### config.mk
export PLATFORM = sky130hd
export DESIGN_NAME = uart_rx_core
export DESIGN_NICKNAME = d
export VERILOG_FILES = /design/src/rtl/uart_rx_core.sv
export SDC_FILE = /design/constraint.sdc
export NUM_CORES = 1
export LEC_CHECK = 0
export ABC_CLOCK_PERIOD_IN_PS = 2700
export CORE_MARGIN = 5
export CORE_UTILIZATION = 45
export DETAILED_ROUTE_END_ITERATION = 12
export HOLD_SLACK_MARGIN = 0.05
export PLACE_DENSITY = 0.63
export SLEW_MARGIN = 30
export SYNTH_ARGS = -nofsm -noshare
export SYNTH_HDL_FRONTEND = slang
export SYNTH_SLANG_ARGS = --single-unit
export TNS_END_PERCENT = 5
### constraint.sdc
create_clock -name clk -period 2.7 [get_ports clk]
set_input_delay 0.54 -clock clk [delete_from_list [all_inputs] [get_ports clk]]
set_output_delay 0.54 -clock clk [all_outputs]
set_load 0.005 [all_outputs]
### src/rtl/uart_rx_core.sv
// UART receive front end: 2-flop synchroniser, 8-bit frame deserialiser with optional
// even parity, and a small first-word-fall-through FIFO with sticky error flags.
module uart_rx_core #(
    parameter int unsigned CLKS_PER_BIT = 16,
    parameter int unsigned PARITY_EN    = 1,
    parameter int unsigned FIFO_DEPTH   = 4
) (
    input  logic       clk,
    input  logic       rst,
    input  logic       rxd,
    input  logic       rd_en,
    input  logic       err_clr,
    output logic [7:0] rd_data,
    output logic       rx_empty,
    output logic       rx_full,
    output logic       overrun,
    output logic       parity_err,
    output logic       frame_err
);

    localparam int unsigned CntW  = $clog2(CLKS_PER_BIT);
    localparam int unsigned AddrW = $clog2(FIFO_DEPTH);
    localparam logic [CntW-1:0] HalfLoad = CntW'(CLKS_PER_BIT / 2 - 1);
    localparam logic [CntW-1:0] FullLoad = CntW'(CLKS_PER_BIT - 1);

    typedef enum logic [2:0] {
        StIdle, StStart, StData, StParity, StStop, StWaitIdle
    } state_e;

    logic            rxd_meta;
    logic            rxd_s;
    state_e          state_q;
    logic [CntW-1:0] cnt_q;
    logic [2:0]      bit_idx_q;
    logic [7:0]      shift_q;
    logic            par_bad_q;

    logic [7:0]      mem_q [FIFO_DEPTH];
    logic [AddrW:0]  wr_ptr_q;
    logic [AddrW:0]  rd_ptr_q;

    logic tick, stop_smp, push, pop, wr_ok, ovr_set, par_set, frm_set;

    always_ff @(posedge clk or posedge rst) begin
        if (rst) begin
            rxd_meta <= 1'b1;
            rxd_s    <= 1'b1;
        end else begin
            rxd_meta <= rxd;
            rxd_s    <= rxd_meta;
        end
    end

    // Stop-sample outcomes act on the same edge as the sample.
    always_comb begin
        tick     = (cnt_q == '0);
        stop_smp = (state_q == StStop) && tick;
        push     = stop_smp && rxd_s && !par_bad_q;
        par_set  = stop_smp && rxd_s && par_bad_q;
        frm_set  = stop_smp && !rxd_s;
    end

    always_ff @(posedge clk or posedge rst) begin
        if (rst) begin
            state_q   <= StIdle;
            cnt_q     <= '0;
            bit_idx_q <= 3'd0;
            shift_q   <= 8'h00;
            par_bad_q <= 1'b0;
        end else begin
            unique case (state_q)
                StIdle: begin
                    if (!rxd_s) begin
                        state_q   <= StStart;
                        cnt_q     <= HalfLoad;
                        par_bad_q <= 1'b0;
                    end
                end
                StStart: begin
                    if (!tick) begin
                        cnt_q <= cnt_q - 1'b1;
                    end else if (!rxd_s) begin
                        state_q   <= StData;
                        cnt_q     <= FullLoad;
                        bit_idx_q <= 3'd0;
                    end else begin
                        state_q <= StIdle;
                    end
                end
                StData: begin
                    if (!tick) begin
                        cnt_q <= cnt_q - 1'b1;
                    end else begin
                        shift_q <= {rxd_s, shift_q[7:1]};
                        cnt_q   <= FullLoad;
                        if (bit_idx_q == 3'd7) begin
                            state_q <= (PARITY_EN != 0) ? StParity : StStop;
                        end else begin
                            bit_idx_q <= bit_idx_q + 3'd1;
                        end
                    end
                end
                StParity: begin
                    if (!tick) begin
                        cnt_q <= cnt_q - 1'b1;
                    end else begin
                        par_bad_q <= rxd_s ^ (^shift_q);
                        state_q   <= StStop;
                        cnt_q     <= FullLoad;
                    end
                end
                StStop: begin
                    if (!tick) begin
                        cnt_q <= cnt_q - 1'b1;
                    end else begin
                        // A low stop bit may be a break; hold off until the line idles.
                        state_q <= rxd_s ? StIdle : StWaitIdle;
                    end
                end
                StWaitIdle: begin
                    if (rxd_s) begin
                        state_q <= StIdle;
                    end
                end
                default: state_q <= StIdle;
            endcase
        end
    end

    always_comb begin
        rx_empty = (wr_ptr_q == rd_ptr_q);
        rx_full  = (wr_ptr_q[AddrW] != rd_ptr_q[AddrW]) &&
                   (wr_ptr_q[AddrW-1:0] == rd_ptr_q[AddrW-1:0]);
        pop      = rd_en && !rx_empty;
        wr_ok    = push && (!rx_full || pop);
        ovr_set  = push && rx_full && !pop;
        rd_data  = rx_empty ? 8'h00 : mem_q[rd_ptr_q[AddrW-1:0]];
    end

    always_ff @(posedge clk) begin
        if (wr_ok) begin
            mem_q[wr_ptr_q[AddrW-1:0]] <= shift_q;
        end
    end

    always_ff @(posedge clk or posedge rst) begin
        if (rst) begin
            wr_ptr_q   <= '0;
            rd_ptr_q   <= '0;
            overrun    <= 1'b0;
            parity_err <= 1'b0;
            frame_err  <= 1'b0;
        end else begin
            if (wr_ok) wr_ptr_q <= wr_ptr_q + 1'b1;
            if (pop)   rd_ptr_q <= rd_ptr_q + 1'b1;
            overrun    <= ovr_set | (overrun    & ~err_clr);
            parity_err <= par_set | (parity_err & ~err_clr);
            frame_err  <= frm_set | (frame_err  & ~err_clr);
        end
    end

endmodule

* After elaboration in Yosys (flattened, before gate mapping) *
Memories as Yosys holds them, arrays and structs flattened.
Cells that the tools add are included.

word-level totals
  ROM bits = 0
  output and inout port bits = 13
  latch bits = 0
  RAM bits = 32
  memories = 1
  flip-flop bits (word level) = 30
  word-level logic and storage cells = 100

memory list
  name   words  width  rd ports  clocked after Yosys merged registers in  write ports  RTL line  RTL
  mem_q  4      8      1         0                                        1            38        logic [7:0] mem_q [FIFO_DEPTH];

operators by class
  reduce and logical (&&, ||, !) cells = 28
  divide/modulo/power cells = 0
  shift operators = 0
  bitwise operators = 8
  equal/unequal tests = 20
  multipliers = 0
  muxes and demuxes = 27
  add/subtract/negate cells = 4
  magnitude comparators = 0

operators by type and width
  kind                   count
  $mux W3                12
  $mux W4                5
  $ne A2 B2 Y1 const B   10
  $pmux W3 S6            1
  $pmux W4 S4            1
  $logic_and A1 B1 Y1    10
  $add A3 B1 Y3 const B  3
  $eq A3 B3 Y1 const B   3
  $mux W8                1
  $reduce_xor A8 Y1      1
  $reduce_and A7 Y1      1
  $eq A3 B2 Y1 const B   2
  $pmux W3 S2            1
  $logic_not A1 Y1       5
  $reduce_and A5 Y1      1
  $logic_not A4 Y1       1
  $mux W1                4
  $reduce_and A4 Y1      1
  $reduce_bool A2 Y1     2
  $reduce_bool A4 Y1     1
  $sub A4 B1 Y4 const B  1
  $and A1 B1 Y1          3
  $eq A3 B1 Y1 const B   1
  $eq A3 B3 Y1           1
  13 further kinds       15

* Longest topological paths before layout *
Gate-level depths: netlist of run 1.

  word-level depth = 7
  mapped depth = 6
  depth with buffers taken out = 6

* Worst setup path after synthesis of run 1 *
Ideal clock, no wire load.

  path type = reg2reg
  from = register cnt_q[0]
  to = memory mem_q[3][0] (enable)
  buffers on the path = 0
  period minus slack after synthesis = 2.000 ns
  slack = 0.700 ns
  required time = 2.361 ns
  arrival = 1.661 ns
  cell stages (with the launch flop) = 6
  library setup time = 0.339 ns
  cell sequence = dfrtp_1 -> inv_1 -> ha_1 -> or3b_4 -> nor4_4 -> and3_1

between the ends
  longest elaborated chain between the ends = 7

RTL lines
  what                               RTL line  RTL
  start, declared                    33        logic [CntW-1:0] cnt_q;
  start signal, assigned             75        cnt_q <= HalfLoad;
  start signal, assigned             81        cnt_q <= cnt_q - 1'b1;
  start signal, assigned             84        cnt_q <= FullLoad;
  $logic_not A4 Y1                   56        tick = (cnt_q == '0);
  $logic_and A1 B1 Y1                57        stop_smp = (state_q == StStop) && tick;
  $logic_and A1 B1 Y1 (2 in series)  58        push = stop_smp && rxd_s && !par_bad_q;
  $logic_and A1 B1 Y1                135       wr_ok = push && (!rx_full || pop);
  $mux W1                            141       if (wr_ok) begin
  $mux W1 (implied by the code)      142       mem_q[wr_ptr_q[AddrW-1:0]] <= shift_q;
  end, declared                      38

Every way passes these cells.

* Worst setup path in the final report of run 1 *
  from = register rd_ptr_q[0]
  to = output rd_data[2]

between the ends
  longest elaborated chain between the ends = 2
  elaborated cells between the ends (all ways) = 3

RTL lines
  what                                           RTL line  RTL
  start, declared                                40        logic [AddrW:0] rd_ptr_q;
  start signal, assigned                         155       if (pop) rd_ptr_q <= rd_ptr_q + 1'b1;
  $mem_v2 Z4 W8 or $eq A3 B3 Y1 (tied branches)  -
  $mux W8 *                                      137       rd_data = rx_empty ? 8'h00 : mem_q[rd_ptr_q[AddrW-1:0]];
  end, declared                                  13        output logic [7:0] rd_data,

Every way passes the cells marked *; elsewhere a longest branch is shown, timed or not.

==> results by stage, run 1 <==
Finish:
- The final layout contains roughly 240 nets.
- The utilization after layout is 53.8%.
- The number of antenna diodes is 0.
- The layout overhead on the synthesized area is 18.1%.
- The finished layout holds 307 standard cells, fillers aside.
- The count of filler cells inserted in the layout is 527.
- The post-route cell area is 3360 µm².
- In the final layout, the share of cells above drive strength 1 is between 20% and 30%.

Logic synthesis:
- The commonest cells after synthesis are 32 x sky130_fd_sc_hd__edfxtp_1, 28 x sky130_fd_sc_hd__dfrtp_1, 12 x sky130_fd_sc_hd__inv_1.
- By area the synthesized netlist is led by sky130_fd_sc_hd__edfxtp_1 34%, sky130_fd_sc_hd__dfrtp_1 25%, sky130_fd_sc_hd__mux4_2 6.3%.
- sky130_fd_sc_hd__edfxtp_1 is the most common cell in the netlist.
- The proportion of register bits with asynchronous set or reset after synthesis is 48.4%.
- The number of flops mapped to enable cells by yosys is 32.
- The number of nets in the synthesized netlist is 210.
- The number of warnings issued by yosys is 0.
- The most frequently used flop master after synthesis is sky130_fd_sc_hd__edfxtp_1.
- The count of mapped cells out of synthesis is 197.
- The cell type contributing the most total cell area after synthesis is sky130_fd_sc_hd__edfxtp_1.
- The synthesized netlist occupies a cell area of 2840 µm².
- The share of synthesized area occupied by flip-flops and latches is 60.3%.
- The synthesized flop and latch total is between 60 and 70.
- The synthesized design devotes to its leading area cell type 33.8% of total area.
- Each instance of the synthesized netlist takes up on average 14.4 µm².
- Synthesis instantiated 43 different standard cells from the library.

Timing:
- The part of the cycle the worst path needs is 96.1%.
- The setup skew after layout is 0.00555 ns.
- Setup repair after global routing left no endpoint under its margin.
- The number of hold violations in the final report is 0.
- The number of pins exceeding their max-slew limit in the final report is 0.
- The total negative setup slack is 0 ns.
- At the pin with the least slew margin, the transition time is approximately 0.48 ns.
- The clock period could shrink to 2.59 ns.
- The final-report setup violation count is 0.
- The fmax is between 300 and 400 MHz.
- The normalized max-slew margin is 67.9%.

Floorplan:
- The floorplan has 29 rows.
- The I/O pin count is 18.
- The core region is 6240 µm².
- The die covers 8010 µm².
- The initial utilization of the core area, before any placement, comes to 45.5%.
- Measured along the x axis, the die boundary spans 89.5 µm.
- Measured along the y axis, the die boundary spans slightly below 90 µm.

Setup path:
- STA classifies the critical path endpoint as a primary output.
- Data on the critical path arrives at its endpoint at 2.05 ns.
- The critical path in this run is classified as reg -> out.
- At the worst endpoint, the required time is 2.16 ns.
- Along the worst path, the maximum fanout reaches 7.
- STA classifies the critical path startpoint as a register.

Worst hold path:
- The path class of the tightest hold or removal check is reg -> reg.

GRT:
- The number of antenna violations at the first check in global routing is 0.
- The global-route usage over all layers is a little over an eighth.
- The pin count of the biggest net entering global routing is 31.
- The via count of the first global-routing pass is 1562.
- The wire length of the first global-routing pass is 7600 µm.
- The remaining global-route overflow is 0.

Route:
- The number of optimization iterations in the first detailed-route pass is 4.
- The total detailed-routing wirelength is 4510 µm.
- The via count is 1600.
- The number of routed nets with antenna violations is 0.
- The routed wire length per instance is approximately 15 µm.
- The DRC violation count after routing is 0.
- The post-detailed-route via-to-cell ratio is 5.21.
- For this block, the initial DRC count from the detailed router was 36.

Place:
- The count of buffers added on input and output ports is 17.
- The total cell area at the placement stage is 3120 µm².
- Once detailed placement completed, the half-perimeter wirelength came to 3110 µm.
- In this run, placement finished with an instance count of 291.
- Routability-driven placement finished with a final weighted congestion of 0.722.

CTS:
- The number of buffers inserted for hold repair after clock tree synthesis is 0.
- The clock tree from TritonCTS is done.
- The clock tree buffer depth is 2.
- The insertion delay of the later-clocked pin in the worst-skew pair is 0.33 ns.
- The clock transition at the register clock pins on the worst setup and hold paths after CTS is 0.07 ns.
- The post-cts gate resize count is 1.
- The clock root buffer is sky130_fd_sc_hd__clkbuf_8.
- The TritonCTS buffer count is 9.
- CTS saw between 60 and 70 sinks.
- Buffers added to address setup during post-CTS repair amount to 0.
- The number of levels in the clock H-tree is 3.

Pwr:
- For this design the static power due to leakage is about 0.0013 µW.
- Per report_power, the clock group accounts for 29.5% of the total.
- The share of total power dissipated in combinational logic is 30.4%.
- The total net switching power is 851 µW.
- The portion of total power attributed to sequential cells is 40.1%.
- VDD sags by at most 0.475 mV.
- The internal power contribution is 2160 µW.
- In this run the power density over the cells is about 900 nW/µm².
- Net switching is 28.3% of the power.

Status:
- The flow ran to the end, and the final reports show no timing, DRC or antenna violations.

Run:
- The tool flagged a number of max-cap violations equal to 0.
logic make-up (layout without fill, tap and decap cells):
logic type	count (synthesis)	in the layout	synth area share, %
buffers and inverters	18	51	2.64
AOI/OAI and AO/OA	21	21	4.71
and+or+nand+nor	50	50	11.4
muxes	23	23	12.3
xor gates and xnor gates	15	15	5.11
DFF	62	62	60.3
adders and majority gates	8	8	3.52
power by group through the flow:
| stage | registers, µW | clock network [µW] | logic (µW) |
|---|---|---|---|
| after floorplan | 1180 | 0 | 648 |
| after global placement | 1220 | 0 | 919 |
| after detailed placement | 1230 | 0 | 928 |
| after CTS | 1210 | 915 | 931 |
| after global routing | 1230 | 963 | 1010 |
| final | 1210 | 889 | 916 |
cell type report:
type | instances | area [µm²] | share of cell area, %
Clock buffer | 9 | 124 | 3.69
Clock inverter | 7 | 98.8 | 2.94
Inverter | 12 | 45.0 | 1.34
Multi-Input combinational cell | 117 | 1050 | 31.4
Sequential cell | 62 | 1720 | 51.1
Tap cell | 77 | 96.3 | 2.87
Timing Repair Buffer | 23 | 224 | 6.67
layout by cell type (no fill, tap or decap), types with 3 or more instances in the layout:
cell	instances
sky130_fd_sc_hd__mux2_2	11
sky130_fd_sc_hd__nor2b_1	11
sky130_fd_sc_hd__and3_1	5
sky130_fd_sc_hd__clkdlybuf4s50_1	15
sky130_fd_sc_hd__nor2_1	5
sky130_fd_sc_hd__mux2i_1	3
sky130_fd_sc_hd__nor3_1	3
sky130_fd_sc_hd__buf_4	5
sky130_fd_sc_hd__clkinv_4	3
sky130_fd_sc_hd__inv_1	12
sky130_fd_sc_hd__dfrtp_1	27
sky130_fd_sc_hd__xor2_1	3
sky130_fd_sc_hd__nand2_1	9
sky130_fd_sc_hd__edfxtp_1	32
sky130_fd_sc_hd__ha_1	8
sky130_fd_sc_hd__clkbuf_8	9
sky130_fd_sc_hd__o21ai_0	7
sky130_fd_sc_hd__a21oi_1	4
sky130_fd_sc_hd__nor3b_1	3
sky130_fd_sc_hd__xnor2_1	11
sky130_fd_sc_hd__mux4_2	8
flip-flops by register name, indices dropped and copies added (netlist names):
name and flops:
mem_q 32, shift_q 8, cnt_q 4, bit_idx_q 3
rd_ptr_q 3, state_q 3, wr_ptr_q 3, frame_err 1
overrun 1, par_bad_q 1, parity_err 1, rxd_meta 1
rxd_s 1
worst max-delay path, cell delays in order, from the launching register on:
cell and delay, ns:
sky130_fd_sc_hd__dfrtp_2 0.49, sky130_fd_sc_hd__buf_6 0.17, sky130_fd_sc_hd__mux4_2 0.49, sky130_fd_sc_hd__nor2b_1 0.14
sky130_fd_sc_hd__clkdlybuf4s50_1 0.44
through the flow:
step | power (µW) | hold WS (ns) | setup slack, ns
after floorplan | 1830 | 0.345 | 0.700
final | 3010 | 0.357 | 0.106
after detailed placement | 2150 | 0.348 | 0.263
after global routing | 3200 | 0.361 | 0.00114
after CTS | 3050 | 0.358 | 0.00736
after global placement | 2140 | 0.346 | 0.303
worst paths after layout:
check / startpoint / endpoint / slack, ns / cells past startpoint
worst max-delay path: rd_ptr_q[0]$_DFFE_PP0P_ / rd_data[2] / 0.11 / 4
worst min-delay path: rxd_meta$_DFF_PP1_ / rxd_s$_DFF_PP1_ / 0.36 / 0
worst max register to register: cnt_q[0]$_DFFE_PP0P_ / mem_q[3][7]$_DFFE_PP_ / 0.41 / 5
worst min register to register: rxd_meta$_DFF_PP1_ / rxd_s$_DFF_PP1_ / 0.36 / 0
max in group asynchronous: rst / rxd_s$_DFF_PP1_ / 1.80 / 3
min in group asynchronous: rst / bit_idx_q[2]$_DFFE_PP0P_ / 0.58 / 3
routing by layer:
layer / share of wire, % / wire length [µm] / GRT usage, %
met1: 45 / 2040 / 16.5
met3: 3.2 / 146 / 3.13
met2: 49 / 2210 / 20.0
met4: 2.6 / 119 / 8.53
met5: 0 / 0 / 0
No activity file was read; power rests on OpenSTA's default activity.
==> run 2: changes to the inputs <==
- CTS_CLUSTER_DIAMETER: not set -> 30
==> results of run 2 <==
Final layout, timing and power as in run 1 (identical DEF).
==> run 3: changes to the inputs <==
- ABC_AREA: not set -> 1
- CTS_BUF_LIST: not set -> sky130_fd_sc_hd__clkbuf_8
==> results by stage, run 3 <==
Route:
- The initial DRC count is 62.
- The DRC violation count after routing is 0.
- The routed wire length per instance is 11.6 µm.
- After detailed routing, the number of vias per cell comes to 4.64.
- The via count is 2132.
- Once detail routing completed, the nets flagged for antenna violations numbered 0.
- The total detailed-routing wirelength is 5330 µm.
- The first detailed-routing pass took 4 iterations.

Timing:
- Setup violations remaining at the end of the flow were counted as 0.
- Setup repair after global routing left no endpoint under its margin.
- The worst pin sits at a relative slew slack of 70.0%.
- The fmax is about 400 MHz.
- The total negative setup slack is 0 ns.
- On the final layout, the worst clock skew is 0.00680 ns.
- After layout, the worst path uses 93.4% of the clock period.
- The smallest clock period supported by the final layout is computed as 2.52 ns.
- For the pin with the worst max-slew slack, the measured transition is 0.446 ns.
- The number of hold violations in the final report came to 0.
- The number of pins exceeding their max-slew limit in the final report is 0.

GRT:
- The global-route usage over all layers is ~14%.
- The pin count of the biggest net entering global routing is 31.
- The number of antenna violations at the first check in global routing is 0.
- The remaining global-route overflow is 0.
- The wire length of the first global-routing pass is 9260 µm.
- The via count of the first global-routing pass is 2043.

Pwr:
- The switching part of the total is 36.6%.
- Combinational logic burns 40.6% of the power.
- The internal power of the cells totals 2310 µW.
- Summed over all nets, the switching power comes to around 1300 µW.
- Registers are responsible for about a third of the overall power.
- The clock network accounts for between 20% and 30% of the total power.
- The worst-case IR drop observed on VDD is 0.512 mV.
- Power spread over the standard cell area amounts to 988 nW/µm².
- In this run the static leakage power is approximately 0.0016 µW.

Logic synthesis:
- During synthesis, Yosys emitted a total of 0 warnings.
- The cell area that synthesis handed to floorplanning was 3150 µm².
- Of all cell types, the one taking the most synthesized area is sky130_fd_sc_hd__edfxtp_1.
- The count of unique library cells instantiated by Yosys is 36.
- By area the synthesized netlist is led by sky130_fd_sc_hd__edfxtp_1 31%, sky130_fd_sc_hd__dfrtp_1 22%, sky130_fd_sc_hd__nand2_1 8.8%.
- The mean instance size in the synthesized netlist is 9.54 µm².
- The number of flops mapped to enable cells by yosys is 32.
- The share of the Yosys chip area taken by registers is 54.5%.
- Counting flops with an async set or reset pin after synthesis yields a share of 48.4%.
- The count of mapped cells out of synthesis is 330.
- In the post-synthesis netlist, the cell with the most instances is sky130_fd_sc_hd__nand2_1.
- The commonest cells after synthesis are 74 x sky130_fd_sc_hd__nand2_1, 41 x sky130_fd_sc_hd__inv_1, 34 x sky130_fd_sc_hd__nor2_1, 32 x sky130_fd_sc_hd__edfxtp_1, 28 x sky130_fd_sc_hd__dfrtp_1.
- The most frequently used flop master after synthesis is sky130_fd_sc_hd__edfxtp_1.
- The net count of the mapped netlist is approximately 340.
- The fraction of post-synthesis cell area in the top cell type by area is a little under a third.
- Counting flops and latches in the post-synthesis netlist gives 62.

Finish:
- Leaving out fill and tap cells, the most frequent cell in the layout is sky130_fd_sc_hd__nand2_1.
- From synthesis to final layout, the design area changed by 16.9%.
- The layout has 615 filler cells.
- The flip-flop count of the largest register, all copies and words added is 32.
- The share of final-layout standard cells stronger than drive strength 1 is between 10% and 20%.
- After the last flow step, the layout net total stands at 371.
- The finished layout holds approximately 460 standard cells, fillers aside.
- Cells fill between 50% and 60% of the core in the end.
- The multi-input combinational cell area is 1210 µm².
- The library cells used most frequently in the layout, excluding fill and tap cells, are 74 x sky130_fd_sc_hd__nand2_1, 41 x sky130_fd_sc_hd__inv_1, 34 x sky130_fd_sc_hd__nor2_1.
- The combined flip-flop and latch cell area is about 1700 µm².
- The number of antenna diodes is 0.

Worst hold path:
- The worst hold path belongs to the class reg -> reg.

Setup path:
- The worst setup path is launched from a register.
- The endpoint class of the critical path is a primary output.
- Of all nets on the critical path, the largest fanout is 10.
- Data on the critical path is required at its endpoint by 2.16 ns.
- The critical path in this run is classified as reg -> out.
- The data arrival time of the critical path is between 1.5 and 2 ns.

Floorplan:
- The width of the die is between 90 and 100 µm.
- The core box area is around 6800 µm².
- 18 I/O pins were placed.
- The starting density of the core is 46.3%.
- The area enclosed by the die boundary is 8770 µm².
- The number of cell rows is 30.
- The floorplan step set the die height to 93.6 µm.

CTS:
- The number of clock sinks is slightly above 60.
- The clock tree buffer depth is 2.
- The number of buffers inserted for hold repair after clock tree synthesis is 0.
- The clock root buffer is sky130_fd_sc_hd__clkbuf_8.
- The clock tree from TritonCTS is done.
- The clock transition at the register clock pins on the worst setup and hold paths after CTS is roughly 0.070 ns.
- The TritonCTS buffer count is 9.
- The number of levels in the clock H-tree is 3.
- The insertion delay of the later-clocked pin in the worst-skew pair is ~0.33 ns.

Place:
- The wire-length estimate of the detail-placed layout is around 3800 µm.
- The final RePlAce weighted congestion is 0.778.
- The count of buffers added on input and output ports is 17.
- After detailed placement, the design holds a cell count of between 400 and 500.

Run:
- The total of max-cap violations is 0.

Status:
- The run finished with clean final reports.
## run 3: cell count changes in the layout (fill, tap and decap cells not counted), sizes merged, moves of 11 or more
cell / delta
mux2: -12
nand3: +19
inv: +33
nand2: +77
nor2: +39
o21ai: +20
nor2b: -11
## run 3: layer usage
metal / vias up / GRT usage [%] / share of wire, %
met4: 0 / 7.10 / 2.2
met1: 983 / 17.1 / 48
met2: 20 / 22.7 / 47
met5: - / 0 / 0
met3: 9 / 3.22 / 2.7
li1: 1120 / - / -
## run 3: repair_timing
action,4_1_cts,5_1_grt
cloned,0,0
buffers inserted,0,0
setup endpoints to repair,8,9
resized for setup,1,2
endpoints found under the hold margin,0,0
## run 3: layout make-up
type / count / share of cell area, %
tap: 96 / 3.26
sequential: 62 / 46.6
clock inverter: 7 / 2.65
clock buffer: 9 / 3.37
timing repair buffer: 26 / 6.46
multi-input combinational: 213 / 32.9
inverter: 46 / 4.73
## run 3: final timing paths
kind	start	to	slack, ns	cells after the start
setup / recovery	rd_ptr_q[0]$_DFFE_PP0P_	rd_data[7]	0.18	7
hold / removal	rxd_meta$_DFF_PP1_	rxd_s$_DFF_PP1_	0.36	0
setup reg to reg	cnt_q[0]$_DFFE_PP0P_	mem_q[3][4]$_DFFE_PP_	0.75	9
hold reg to reg	rxd_meta$_DFF_PP1_	rxd_s$_DFF_PP1_	0.36	0
max in group asynchronous	rst	rxd_meta$_DFF_PP1_	1.77	3
min in group asynchronous	rst	cnt_q[0]$_DFFE_PP0P_	0.61	3
## run 3: through the flow
step                setup WS (ns)  hold slack, ns  total power (µW)  instance area [µm²]
floorplan                   0.741           0.345              2330                 3150
global placement            0.407           0.349              2730                 3440
detailed placement          0.332           0.347              2770                 3440
CTS                        0.0677           0.357              3670                 3670
global route               0.0250           0.362              3950                 3680
finish                      0.179           0.356              3640                 3680
## run 3: logic make-up (layout without fill, tap and decap cells)
family | after synthesis | count (layout) | synth area share [%]
adder cells (fa/ha/maj) | 8 | 8 | 3.18
buffers and inverters | 55 | 88 | 7.47
XOR/XNOR | 11 | 11 | 3.30
flip-flops | 62 | 62 | 54.5
AO/OA/AOI/OAI | 40 | 40 | 7.75
AND/OR/NAND/NOR | 154 | 154 | 23.8
## run 3: power by group through the flow
stage | Combinational, µW | Sequential, µW | Clock [µW]
floorplan | 1110 | 1230 | 0
global placement | 1450 | 1280 | 0
detailed placement | 1480 | 1290 | 0
CTS | 1490 | 1270 | 915
global route | 1690 | 1290 | 963
finish | 1480 | 1270 | 887
## run 3: critical path: stages (launching register included)
cell	delay, ns
sky130_fd_sc_hd__dfrtp_2	0.47
sky130_fd_sc_hd__clkinv_1	0.08
sky130_fd_sc_hd__buf_4	0.17
sky130_fd_sc_hd__nor2_1	0.05
sky130_fd_sc_hd__o32ai_1	0.24
sky130_fd_sc_hd__nand2_1	0.08
sky130_fd_sc_hd__inv_1	0.06
sky130_fd_sc_hd__clkdlybuf4s50_1	0.49
